$ cat config.mk
export PLATFORM = sky130hd
export DESIGN_NAME = rs_dispatch_unit
export DESIGN_NICKNAME = d
export VERILOG_FILES = /design/src/rtl/leg_pkg.sv /design/src/rtl/dispatch_fifo.sv /design/src/rtl/rs_dispatch_unit.sv
export SDC_FILE = /design/constraint.sdc
export NUM_CORES = 1
export LEC_CHECK = 0
export CELL_PAD_IN_SITES_DETAIL_PLACEMENT = 0
export CELL_PAD_IN_SITES_GLOBAL_PLACEMENT = 1
export CORE_ASPECT_RATIO = 0.7
export CORE_UTILIZATION = 25
export DETAILED_ROUTE_END_ITERATION = 12
export HOLD_SLACK_MARGIN = 0.1
export PLACE_DENSITY_LB_ADDON = 0.1
export SLEW_MARGIN = 10
export SYNTH_ARGS = -nofsm -noshare
export SYNTH_HDL_FRONTEND = slang
export SYNTH_HIERARCHICAL = 1
export SYNTH_SLANG_ARGS = --single-unit
$ cat constraint.sdc
create_clock -name clk -period 10.16 [get_ports clk]
set_input_delay 1.016 -clock clk [delete_from_list [all_inputs] [get_ports clk]]
set_output_delay 1.016 -clock clk [all_outputs]
set_load 0.03 [all_outputs]
$ cat src/rtl/leg_pkg.sv
// Shared types for the decode-to-reservation-station path: the decoded
// instruction bundle and the station codes it can carry.
package leg_pkg;

  localparam int RS_W = 4;

  // Station codes; the field stays a plain vector so unknown codes can be carried.
  typedef enum logic [RS_W-1:0] {
    RS_NONE   = 4'd0,
    RS_ALU    = 4'd1,
    RS_MULDIV = 4'd2,
    RS_BRANCH = 4'd3,
    RS_LSU    = 4'd4
  } rs_station_e;

  typedef struct packed {
    logic [5:0]      operation;
    logic [4:0]      register_target;
    logic [4:0]      register_1;
    logic [4:0]      register_2;
    logic [15:0]     immediate;
    logic [RS_W-1:0] rs_station;
    logic [5:0]      alu_fn;
    logic            has_register_1;
    logic            has_register_2;
    logic            has_target;
  } dec_instr_t;

endpackage

$ cat src/rtl/dispatch_fifo.sv
// In-order instruction buffer: synchronous FIFO with occupancy count and a
// synchronous flush that empties it and discards any same-cycle write.
module dispatch_fifo #(
  parameter  int DATA_W = 50,
  parameter  int DEPTH  = 4,
  localparam int AW     = $clog2(DEPTH),
  localparam int CNT_W  = $clog2(DEPTH + 1)
) (
  input  logic              clk,
  input  logic              rst,
  input  logic              flush,
  input  logic              wr_en,
  input  logic [DATA_W-1:0] wr_data,
  input  logic              rd_en,
  output logic [DATA_W-1:0] rd_data,
  output logic [CNT_W-1:0]  count,
  output logic              full,
  output logic              empty
);

  logic [DATA_W-1:0] mem [DEPTH];
  logic [AW-1:0]     wr_ptr;
  logic [AW-1:0]     rd_ptr;
  logic              push;
  logic              pop;

  assign full    = (count == CNT_W'(DEPTH));
  assign empty   = (count == '0);
  assign push    = wr_en && !full && !flush;
  assign pop     = rd_en && !empty && !flush;
  assign rd_data = mem[rd_ptr];

  // Entry storage holds data only, so it carries no reset.
  always_ff @(posedge clk) begin
    if (push) mem[wr_ptr] <= wr_data;
  end

  // Pointers wrap naturally at DEPTH (power of two); count tracks occupancy.
  always_ff @(posedge clk or posedge rst) begin
    if (rst) begin
      wr_ptr <= '0;
      rd_ptr <= '0;
      count  <= '0;
    end else if (flush) begin
      wr_ptr <= '0;
      rd_ptr <= '0;
      count  <= '0;
    end else begin
      if (push) wr_ptr <= wr_ptr + AW'(1);
      if (pop)  rd_ptr <= rd_ptr + AW'(1);
      count <= count + CNT_W'(push) - CNT_W'(pop);
    end
  end

endmodule

$ cat src/rtl/rs_dispatch_unit.sv
// Dispatch stage: buffers decoded instructions in order and issues the head
// to its reservation station when that station has a free-slot credit.
// Unknown station codes are dropped from the head with a one-cycle flag.
module rs_dispatch_unit
  import leg_pkg::*;
#(
  parameter  int NUM_RS   = 4,
  parameter  int RS_DEPTH = 4,
  parameter  int Q_DEPTH  = 4,
  localparam int CW       = $clog2(RS_DEPTH + 1)
) (
  input  logic                 clk,
  input  logic                 rst,
  input  logic                 flush,
  input  logic                 in_valid,
  output logic                 in_ready,
  input  dec_instr_t           in_instr,
  output logic [NUM_RS-1:0]    disp_valid,
  output dec_instr_t           disp_instr,
  input  logic [NUM_RS-1:0]    rs_free,
  output logic                 illegal,
  output logic [NUM_RS*CW-1:0] credits
);

  localparam int QCW = $clog2(Q_DEPTH + 1);

  dec_instr_t         head;
  logic [QCW-1:0]     fifo_count;
  logic               fifo_full;
  logic               fifo_empty;
  logic               head_avail;
  logic               pop;
  logic [NUM_RS-1:0]  station_sel;
  logic [NUM_RS-1:0]  issue_vec;
  logic [CW-1:0]      credit [NUM_RS];

  // Free/issue update with saturation at RS_DEPTH; underflow cannot occur
  // because an issue requires a non-zero registered credit.
  function automatic logic [CW-1:0] credit_update(input logic [CW-1:0] cur,
                                                  input logic          freed,
                                                  input logic          taken);
    logic [CW:0] sum;
    sum = {1'b0, cur} + (CW+1)'(freed) - (CW+1)'(taken);
    if (sum > (CW+1)'(RS_DEPTH)) return CW'(RS_DEPTH);
    return sum[CW-1:0];
  endfunction

  dispatch_fifo #(
    .DATA_W ($bits(dec_instr_t)),
    .DEPTH  (Q_DEPTH)
  ) u_fifo (
    .clk     (clk),
    .rst     (rst),
    .flush   (flush),
    .wr_en   (in_valid),
    .wr_data (in_instr),
    .rd_en   (pop),
    .rd_data (head),
    .count   (fifo_count),
    .full    (fifo_full),
    .empty   (fifo_empty)
  );

  // A flush cycle suppresses issue and drop so nothing leaves the buffer.
  assign head_avail = !fifo_empty && !flush;
  assign in_ready   = !fifo_full;
  assign disp_instr = fifo_empty ? '0 : head;

  // One-hot decode of the head's station code; codes outside 1..NUM_RS select nothing.
  always_comb begin
    station_sel = '0;
    for (int k = 0; k < NUM_RS; k++) begin
      station_sel[k] = (head.rs_station == RS_W'(k + 1));
    end
  end

  // Issue the head only to a selected station holding at least one credit.
  always_comb begin
    issue_vec = '0;
    for (int k = 0; k < NUM_RS; k++) begin
      issue_vec[k] = head_avail && station_sel[k] && (credit[k] != '0);
    end
  end

  assign disp_valid = issue_vec;
  assign illegal    = head_avail && !(|station_sel);
  assign pop        = (|issue_vec) || illegal;

  // Per-station credit counters; a flush leaves them alone since slots return via rs_free.
  always_ff @(posedge clk or posedge rst) begin
    if (rst) begin
      for (int k = 0; k < NUM_RS; k++) credit[k] <= CW'(RS_DEPTH);
    end else begin
      for (int k = 0; k < NUM_RS; k++) begin
        credit[k] <= credit_update(credit[k], rs_free[k], issue_vec[k]);
      end
    end
  end

  // Pack the counters for the debug port, station 1 in the low bits.
  always_comb begin
    credits = '0;
    for (int k = 0; k < NUM_RS; k++) credits[k*CW +: CW] = credit[k];
  end

  // Catch a station returning a slot it never received, and buffer overrun.
  always @(posedge clk) begin
    if (!rst) begin
      for (int k = 0; k < NUM_RS; k++) begin
        assert (!(rs_free[k] && !issue_vec[k] && credit[k] == CW'(RS_DEPTH)));
      end
      assert (fifo_count <= QCW'(Q_DEPTH));
    end
  end

endmodule

* Word-level counts from Yosys, hierarchy flattened *
Memory sizes are Yosys's and may differ from the RTL's.
Cells that the tools add are included.

cells by class
  eq/ne operators = 5
  mux-type cells = 20
  $add $sub $neg = 12
  reduce and logical (&&, ||, !) cells = 28
  $lt $le $gt $ge = 4

operator list
  cell                 number
  $mux 50              1
  $mux 3               9
  $add 3x1->4          4
  $gt 4x3->1 const B   4
  $sub 4x1->4          4
  $logic_and 1x1->1    14
  $reduce_bool 3->1    4
  $eq 4x2->1 const B   2
  $mux 2               4
  $reduce_or 4->1      2
  $mux 1               6
  $add 2x1->2 const B  2
  $eq 4x1->1 const B   1
  $eq 4x3->1 const B   1
  $logic_not 1->1      4
  $reduce_bool 2->1    2
  $add 3x1->3          1
  $eq 3x3->1 const B   1
  $logic_not 3->1      1
  $sub 3x1->3          1
  $logic_or 1x1->1     1

storage, ports and cells
  memories kept = 1
  bits in writable memories = 200
  register bits = 19
  logic and storage cells = 77
  output and inout port bits = 68

memories
  memory      depth  width  rd ports  clocked after Yosys merged registers in  wr ports  line                 source
  u_fifo.mem  4      50     1         0                                        1         dispatch_fifo.sv:21  logic [DATA_W-1:0] mem [DEPTH];

* Depth between registers and ports, before layout *
Gate-level depths: netlist of the first run.

  depth after elaboration = 11
  gate-level depth with buffers = 16
  depth with buffers taken out = 14

* Modules after synthesis *
Netlist of the first run, hierarchy kept.

modules (own cells, without submodules)
  module            times used  seq. area each (um^2)  area each (um^2)  cells each
  dispatch_fifo     1           6,180.9                7,746.2           310
  rs_dispatch_unit  1           305.3                  1,445.1           173

* Least setup slack after synthesis of the first run *
No wires, ideal clock.

  kind = register to register
  start = register u_fifo.rd_ptr[0]
  end = register credit, in the netlist credits[3]
  slack = 6.059 ns
  clock period less this slack = 4.101 ns
  stages on the path, launching flop included = 15
  path buffers = 2
  arrival time = 3.974 ns
  data required time = 10.033 ns
  cells stage by stage = dfrtp_1 buf_6 buf_12 mux4_2 or4_4 nor4b_2 ha_1 inv_1 ha_1 inv_1 fa_1 xor2_1 o21ai_0 a2bb2oi_1 nor2b_1

RTL lines
  what                           line                    source
  start, declared                dispatch_fifo.sv:23     logic [AW-1:0] rd_ptr;
  start signal, assigned         dispatch_fifo.sv:50     if (pop) rd_ptr <= rd_ptr + AW'(1);
  end signal, assigned by index  rs_dispatch_unit.sv:95  credit[k] <= credit_update(credit[k], rs_free[k], issue_vec[k]);
  end, declared                  rs_dispatch_unit.sv:35  logic [CW-1:0] credit [NUM_RS];

==> results of run 1 <==
[area by class of cell]
cell class	instances	area (µm²)
Antenna cell	1	2.50
Clock buffer	28	637
Clock inverter	12	86.3
Fill cell	3494	24400
Inverter	34	128
Multi-Input combinational cell	212	2420
Sequential cell	219	6490
Tap cell	480	601
Timing Repair Buffer	132	1300
[state kept, by name, indices dropped and copies added (netlist names)]
| register | flops |
|---|---|
| u_fifo/mem | 200 |
| credits | 12 |
| u_fifo/wr_ptr | 2 |
| u_fifo/count | 3 |
| u_fifo/rd_ptr | 2 |
[kinds of logic (layout without fill, tap and decap cells)]
logic type | Yosys count | in the layout | share of synthesized area [%]
xor gates and xnor gates | 8 | 8 | 0.762
muxes | 51 | 51 | 12.4
other | 0 | 1 | 0
AOI/OAI and AO/OA | 23 | 23 | 1.69
adders and majority gates | 31 | 31 | 4.63
and+or+nand+nor | 99 | 99 | 6.75
buffers and inverters | 52 | 206 | 3.16
DFF | 219 | 219 | 70.6
[power groups by stage]
stage / sequential [µW] / clock [µW] / combinational, µW
2_1_floorplan: 1100 / 0 / 462
3_3_place_gp: 1100 / 0 / 761
3_5_place_dp: 1100 / 0 / 765
4_1_cts: 1090 / 837 / 768
5_1_grt: 1090 / 870 / 803
6_report: 1080 / 805 / 748
[worst max-delay path, delay by kind of cell (launching register included)]
| family | cells | cell delay [ns] |
|---|---|---|
| buffers and inverters | 2 | 1.36 |
| flip-flops | 1 | 0.79 |
| multiplexers | 1 | 0.64 |
| AND/OR/NAND/NOR | 2 | 0.94 |
[per-stage QoR]
stage	cell area [µm²]	total power (µW)	utilization, %	std cells
after floorplan	9190	1560	-	483
after global placement	10900	1860	30.4	1077
after detailed placement	10900	1870	30.4	1077
after CTS	11700	2690	32.4	1117
after global routing	11700	2760	32.4	1117
final	11700	2640	32.4	1118
[worst paths after layout]
kind                                              startpoint                            to  slack, ns  cells after the start
worst max-delay path            u_fifo/rd_ptr[0]$_DFFE_PP0P_                 disp_valid[1]       4.88                      5
worst min-delay path                    credits[5]$_DFF_PP1_          credits[5]$_DFF_PP1_       0.60                      2
worst max register to register  u_fifo/rd_ptr[0]$_DFFE_PP0P_          credits[3]$_DFF_PP0_       5.40                     13
worst min register to register          credits[5]$_DFF_PP1_          credits[5]$_DFF_PP1_       0.60                      2
max in group asynchronous                                rst          credits[5]$_DFF_PP1_       8.91                      2
min in group asynchronous                                rst  u_fifo/wr_ptr[0]$_DFFE_PP0P_       0.79                      2
[layer usage]
metal	up-vias	track usage, %	wire length [µm]	share of wire, %
met4	2	2.80	434	2.1
met5	-	0	13	0.063
met3	28	2.94	1040	5.0
li1	2144	-	-	-
met1	2459	14.6	9600	46
met2	97	18.4	9670	47
[layout by cell type (no fill, tap or decap), types with 3 or more instances in the layout]
cell / Yosys / layout
sky130_fd_sc_hd__and2_2: 0 / 4
sky130_fd_sc_hd__clkdlybuf4s50_1: 0 / 125
sky130_fd_sc_hd__clkbuf_1: 7 / 3
sky130_fd_sc_hd__nand2_1: 4 / 4
sky130_fd_sc_hd__xor2_1: 7 / 7
sky130_fd_sc_hd__nor3_1: 6 / 5
sky130_fd_sc_hd__o21ai_0: 6 / 6
sky130_fd_sc_hd__edfxtp_1: 200 / 200
sky130_fd_sc_hd__ha_1: 26 / 26
sky130_fd_sc_hd__clkinv_2: 0 / 5
sky130_fd_sc_hd__nand4bb_1: 4 / 4
sky130_fd_sc_hd__clkinv_1: 0 / 4
sky130_fd_sc_hd__inv_1: 34 / 34
sky130_fd_sc_hd__a211oi_1: 4 / 4
sky130_fd_sc_hd__buf_4: 0 / 7
sky130_fd_sc_hd__a2bb2oi_1: 4 / 4
sky130_fd_sc_hd__clkbuf_16: 0 / 25
sky130_fd_sc_hd__fa_1: 5 / 5
sky130_fd_sc_hd__dfrtp_1: 15 / 13
sky130_fd_sc_hd__mux4_2: 48 / 48
sky130_fd_sc_hd__nand2b_1: 3 / 3
sky130_fd_sc_hd__nor2_1: 15 / 15
sky130_fd_sc_hd__dfstp_2: 4 / 4
sky130_fd_sc_hd__a21oi_1: 5 / 5
sky130_fd_sc_hd__nor2b_1: 54 / 54
==> results.txt, run 1 <==
* Number of enable-type register cells in the synthesized netlist: 200
* Number of buffers added by the clock tree synthesis step: 25
- In this run the remaining antenna-violating nets after routing total 0.
- Yosys printed 6 warnings.
- Setup TNS: 0 ns
- The share of total power dissipated in the clock network is between 30% and 40%.
* Combinational fraction of design power: 28.4%
- Leakage dissipation: 0.00384 µW
* Clock tree from TritonCTS: yes
- Largest fanout on the critical path: 27
* Worst EP arrival: 4.26 ns
* Count of cell types in the netlist: 37
- Of the cells placed in the final design, the portion with a size suffix greater than 1 is roughly 16%.
- Once the clock tree was built, the setup fixing pass inserted 0 buffers.
* Max Clk Rate: around 190 MHz
- Worst slack at placement: approximately 5.3 ns
- Port buffer count: 125
- When the netlist entered floorplanning its net count stood at 572.
* Category of the most critical setup path: reg -> out
* Chain of cells forming the critical path: buf_4 -> mux4_2 -> or4_4 -> nor4b_2 -> clkdlybuf4s50_1
- Sequential fraction of the synthesis area: 70.6%
* Top-area cell type share of the netlist area: between 60% and 70%
* Clock transition time at the flip-flop clock pins of the worst setup and hold paths: ~0.05 ns
- The worst pin sits at a relative slew slack of 49.7%.
- Deepest clock path buffer count: 3
- Hold WC Path Type: reg -> reg
- Data on the critical path is required at its endpoint by 9.14 ns.
* Die area: 37500 µm²
* Largest voltage drop on the vdd net: 0.108 mV
* Initial core utilization: approximately a quarter
- After floorplanning, the core was divided into 58 placement rows.
- The internal portion of the total power is between 1500 and 2000 µW.
- Worst path slowest cell: sky130_fd_sc_hd__dfrtp_4
- Dominant cell type by area after synthesis: sky130_fd_sc_hd__edfxtp_1
* Run status: finished clean
- Clock latency on the worst-skew pair, taken at its later pin, is approximately 0.53 ns.
- Setup slack closes at 4.88 ns.
- Mapped cell area: 9190 µm²
- Summing over every cut layer, the via total after detailed routing is 4730.
- Pre-Repair DR Iteration Count: 4
* Number of register bits inferred by synthesis: about 220
- Final hold slack: 0.597 ns
- In this run the number of H-tree levels came out at 1.
- After the last flow step, the layout net total stands at 713.
* Max Slew Vio Count: 0
- In this run, flip-flops and latches consume approximately two fifths of the power.
* Count of hold buffers inserted by post-cts repair: 0
- Average size of a mapped cell: roughly 19 µm²
* Top cells by instance count after synthesis: sky130_fd_sc_hd__edfxtp_1 (200), sky130_fd_sc_hd__nor2b_1 (54), sky130_fd_sc_hd__mux4_2 (48)
- The count of final hold-check violations is 0.
- GRT Residual Overflow: 0
- Master cell of the clock root buffer: sky130_fd_sc_hd__clkbuf_16
* Most frequent cell after synthesis: sky130_fd_sc_hd__edfxtp_1
- Worst Clk Skew: 0.0184 ns
- For the pin with the worst max-slew slack, the measured transition is 0.755 ns.
- The number of antenna violations at the first check in global routing is 2.
* Post-layout min period: 5.28 ns
- I/O Pins: 126
- Initial detailed-routing violation count: 180
* Worst Setup End Kind: output pin
- Critical Path Max Stage Delay: around 0.79 ns
- RSZ-0062 raised after global routing: false
- The cell count after synthesis came out at 483.
- Placeable core region: 36100 µm²
- The worst path uses around 52% of the clock period.
* Leading post-synthesis cells by cell area: sky130_fd_sc_hd__edfxtp_1 (65%), sky130_fd_sc_hd__mux4_2 (12%), sky130_fd_sc_hd__dfrtp_1 (4.1%)
- Die Height: 162 µm
- CTS saw around 220 sinks.
- Most instantiated flip-flop cell in the synthesis netlist: sky130_fd_sc_hd__edfxtp_1
* Routability Congestion: 0.707
- For this run, the total global-route usage over all layers was measured as between 10% and 20%.
* Via count of the first global-routing pass: 5229
- WL per Instance: 18.6 µm
* Startpoint type of the worst setup path: flip-flop
- Final HPWL from detailed placement: 12700 µm
* # DRC: 0
- For this block, the routed nets add up to 20800 µm of wire.
- Switching power summed over all nets: 811 µW
- Relative to the synthesized area, the layout overhead comes to 27.0%.
- Largest net degree at the start of global routing: 47
- The first global-routing pass estimated 31300 µm of wire.
* Die width: ~230 µm
- Net switching is 30.8% of the power.
- Vias per cell: 4.23
- Asr flop ratio synth: 8.68%
- Resize count post-CTS: 0
- Final Setup Violations: 0
* Power per cell area: 226 nW/µm²
- Across the run, the number of max-cap violations was 0.
No activity file was read; power rests on OpenSTA's default activity.
==> inputs of run 2 (changes only) <==
==> constraint.sdc (replaced) <==
create_clock -name clk -period 5.3 [get_ports clk]
set_input_delay 0.53 -clock clk [delete_from_list [all_inputs] [get_ports clk]]
set_output_delay 0.53 -clock clk [all_outputs]
set_load 0.03 [all_outputs]
==> run 2 against run 1 <==
Compared with the run above:
- global-route usage grew 0.38 points
- design area rose by 0.21%
- clock power is 93% higher
- die area is the same
- hold slack got worse by 0.30 ns
- sequential cell count stayed put
- wire length rose by 2.8%
- count of clock-buffer cells in the layout increased by 6
- sequential share of layout area fell by 0.12 points
- via count is 0.32% lower
- non-clock buffer count grew 2
- largest cell class unchanged
==> results.txt, run 2 (same netlist as run 1, synthesis figures left out) <==
- Run status: finished clean (unchanged).
- The critical path capture point type is an output pin (unchanged).
- The final net count was 714 (was 713).
- Level count of the clock H-tree: 1 (unchanged)
* RSZ-0062 raised after global routing: false (unchanged)
* Number of buffers added by the clock tree synthesis step: 24 (was 25)
- The standard cell core area came to 36100 µm² (unchanged).
- Final routed wirelength across all metal layers: 21300 µm (was 20800 µm)
* Layout filler cell count: 3482 (was 3494)
* Final HPWL from detailed placement: 13500 µm (was 12700 µm)
- Final Hold Fails: 0 (unchanged)
- The number of non-filler instances in the completed layout came to 1123 (was 1118).
- Antenna-violating nets left: 0 (unchanged)
* Data required, critical path: 4.77 ns (was 9.14 ns)
- The register name with the most flops is u_fifo/mem (unchanged).
- Number of inserted diodes: 0 (was 1)
- Global-route wire length before repair: 31900 µm (was 31300 µm)
- The placement-stage worst setup slack came to 1.13 ns (was 5.27 ns).
* Hold WC Path Type: in -> async (was reg -> reg)
- The number of search-and-repair iterations in the first detailed-routing pass is 4 (unchanged).
- Vias per cell: 4.20 (was 4.23)
- Synthesis-to-layout area growth: 27.3% (was 27.0%)
- Master cell of the clock root buffer: sky130_fd_sc_hd__clkbuf_16 (unchanged)
- The max-cap violation count was 0 (unchanged).
* Die area: 37500 µm² (unchanged)
- Most frequent cells in the layout: sky130_fd_sc_hd__edfxtp_1 (200), sky130_fd_sc_hd__clkdlybuf4s50_1 (125), sky130_fd_sc_hd__nor2b_1 (54) (unchanged)
- Number of core rows: 58 (unchanged)
* Clock transition time at the flip-flop clock pins of the worst setup and hold paths: 0.06 ns (was 0.05 ns)
- The TritonCTS clock tree is yes (unchanged).
- Clock latency reported for the late side of the worst-skew pair: 0.52 ns (was 0.53 ns)
- Category of the most critical setup path: reg -> out (unchanged)
- The standby leakage power is 0.00385 µW (was 0.00384 µW).
- Worst-case headroom to the max-slew limit: 53.3% (was 49.7%)
- The setup skew after layout came to 0.00771 ns (was 0.0184 ns).
* Clock tree sinks: 219 (unchanged)
- Initial core utilization: 25.5% (unchanged)
- The worst endpoint data arrival time came to 3.61 ns (was 4.26 ns).
- The most frequent standard cell in the layout excluding fill and tap cells is sky130_fd_sc_hd__edfxtp_1 (unchanged).
- Number of placed instances with taps included: 1079 (was 1077)
* Largest fanout on the critical path: 21 (was 27)
* Share of cells above drive strength 1: 16.5% (was 16.2%)
* Setup TNS: 0 ns (unchanged)
* Die Height: 162 µm (unchanged)
- The count of input and output buffers is 125 (unchanged).
- Of the available clock period, the critical path in the final layout requires roughly four fifths.
* I/O Pins: 126 (unchanged)
* Initial detailed-routing violation count: 196 (was 180)
- The maximum VDD drop came to 0.210 mV (was 0.108 mV).
- Startpoint type of the worst setup path: flip-flop (unchanged)
- The final setup slack of the worst path was 1.16 ns (was 4.88 ns).
- Initial antenna violation count: 1 (was 2)
- The count of hold-fix buffers inserted at cts was 0 (unchanged).
* GRT Residual Overflow: 0 (unchanged)
- Number of setup buffers added after CTS: 0 (unchanged)
- The power density over cell area is 434 nW/µm² (was 226 nW/µm²).
* Max Clk Rate: 242 MHz
* # DRC: 0 (unchanged)
- The max-slew violation count came to 0 (unchanged).
- The combined global-route utilization of all metal layers is 11.5% (was 11.2%).
- Via count of the first global-routing pass: 5142 (was 5229)
- The pin count of the biggest net entering global routing came to 37 (was 47).
- The worst hold margin came to 0.295 ns (was 0.597 ns).
- Max FFs per register: 200 (unchanged)
- The deepest clock path buffer count was 3 (unchanged).
* Final Setup Violations: 0 (unchanged)
- Vias after detailed routing: 4715 (was 4730)
* WL per Instance: 19.0 µm (was 18.6 µm)
- The placer congestion estimate is 0.667 (was 0.707).
- Resize count post-CTS: 0 (unchanged)
- Transition time of the tightest slew-check pin: 0.700 ns (was 0.755 ns)
- The worst path needs approximately 4.1 ns of the cycle, external delays included.
* Die width: 231 µm (unchanged)
==> run 2: cell count changes in the layout (fill, tap and decap cells not counted), sizes merged <==
| cell | change |
|---|---|
| clkbuf | +6 |
| bufinv | -1 |
| inv | -1 |
| diode | -1 |
| buf | +2 |
==> run 2: per-stage QoR <==
stage	utilization, %	cell area, µm²	power (µW)
after floorplan	-	9190	2990
after global routing	32.4	11700	5320
after detailed placement	30.4	11000	3600
after CTS	32.4	11700	5180
after global placement	30.4	11000	3590
final	32.4	11700	5070
==> run 2: area by class of cell <==
type / count / area (µm²) / area share [%]
Clock buffer: 34 / 679 / 5.81
Multi-Input combinational cell: 212 / 2420 / 20.7
Clock inverter: 10 / 56.3 / 0.481
Inverter: 34 / 128 / 1.09
Sequential cell: 219 / 6490 / 55.5
Timing Repair Buffer: 134 / 1320 / 11.3
Tap cell: 480 / 601 / 5.13
==> run 2: power by group <==
part | leakage, µW | internal [µW] | switching (µW)
Clock | 0.000359 | 894 | 660
Combinational | 0.00143 | 598 | 849
Sequential | 0.00206 | 2010 | 67.4
==> run 2: worst paths after layout <==
| kind | startpoint | end | slack (ns) | cells past startpoint |
|---|---|---|---|---|
| hold / removal | rst | u_fifo/rd_ptr[1]$_DFFE_PP0P_ | 0.30 | 2 |
| setup reg to reg | u_fifo/rd_ptr[0]$_DFFE_PP0P_ | credits[0]$_DFF_PP0_ | 1.20 | 12 |
| setup / recovery | u_fifo/rd_ptr[0]$_DFFE_PP0P_ | disp_valid[1] | 1.16 | 4 |
| min in group clk | u_fifo/wr_ptr[1]$_DFFE_PP0P_ | u_fifo/wr_ptr[1]$_DFFE_PP0P_ | 0.59 | 2 |
| hold reg to reg | u_fifo/wr_ptr[1]$_DFFE_PP0P_ | u_fifo/wr_ptr[1]$_DFFE_PP0P_ | 0.59 | 2 |
| max in group asynchronous | rst | credits[5]$_DFF_PP1_ | 4.53 | 2 |
==> run 2: critical path, cell delays in order (launching register included) <==
cell and delay [ns]:
sky130_fd_sc_hd__dfrtp_4 0.73, sky130_fd_sc_hd__mux4_2 0.63, sky130_fd_sc_hd__or4_4 0.53, sky130_fd_sc_hd__nor4b_2 0.42, sky130_fd_sc_hd__clkdlybuf4s50_1 0.77
==> run 2: per-layer routing <==
| layer | up-vias | wire [µm] | GRT usage, % |
|---|---|---|---|
| met5 | - | 18 | 0 |
| met4 | 2 | 361 | 2.74 |
| met3 | 27 | 1030 | 3.06 |
| met2 | 87 | 9840 | 18.5 |
| met1 | 2448 | 10100 | 15.6 |
| li1 | 2151 | - | - |
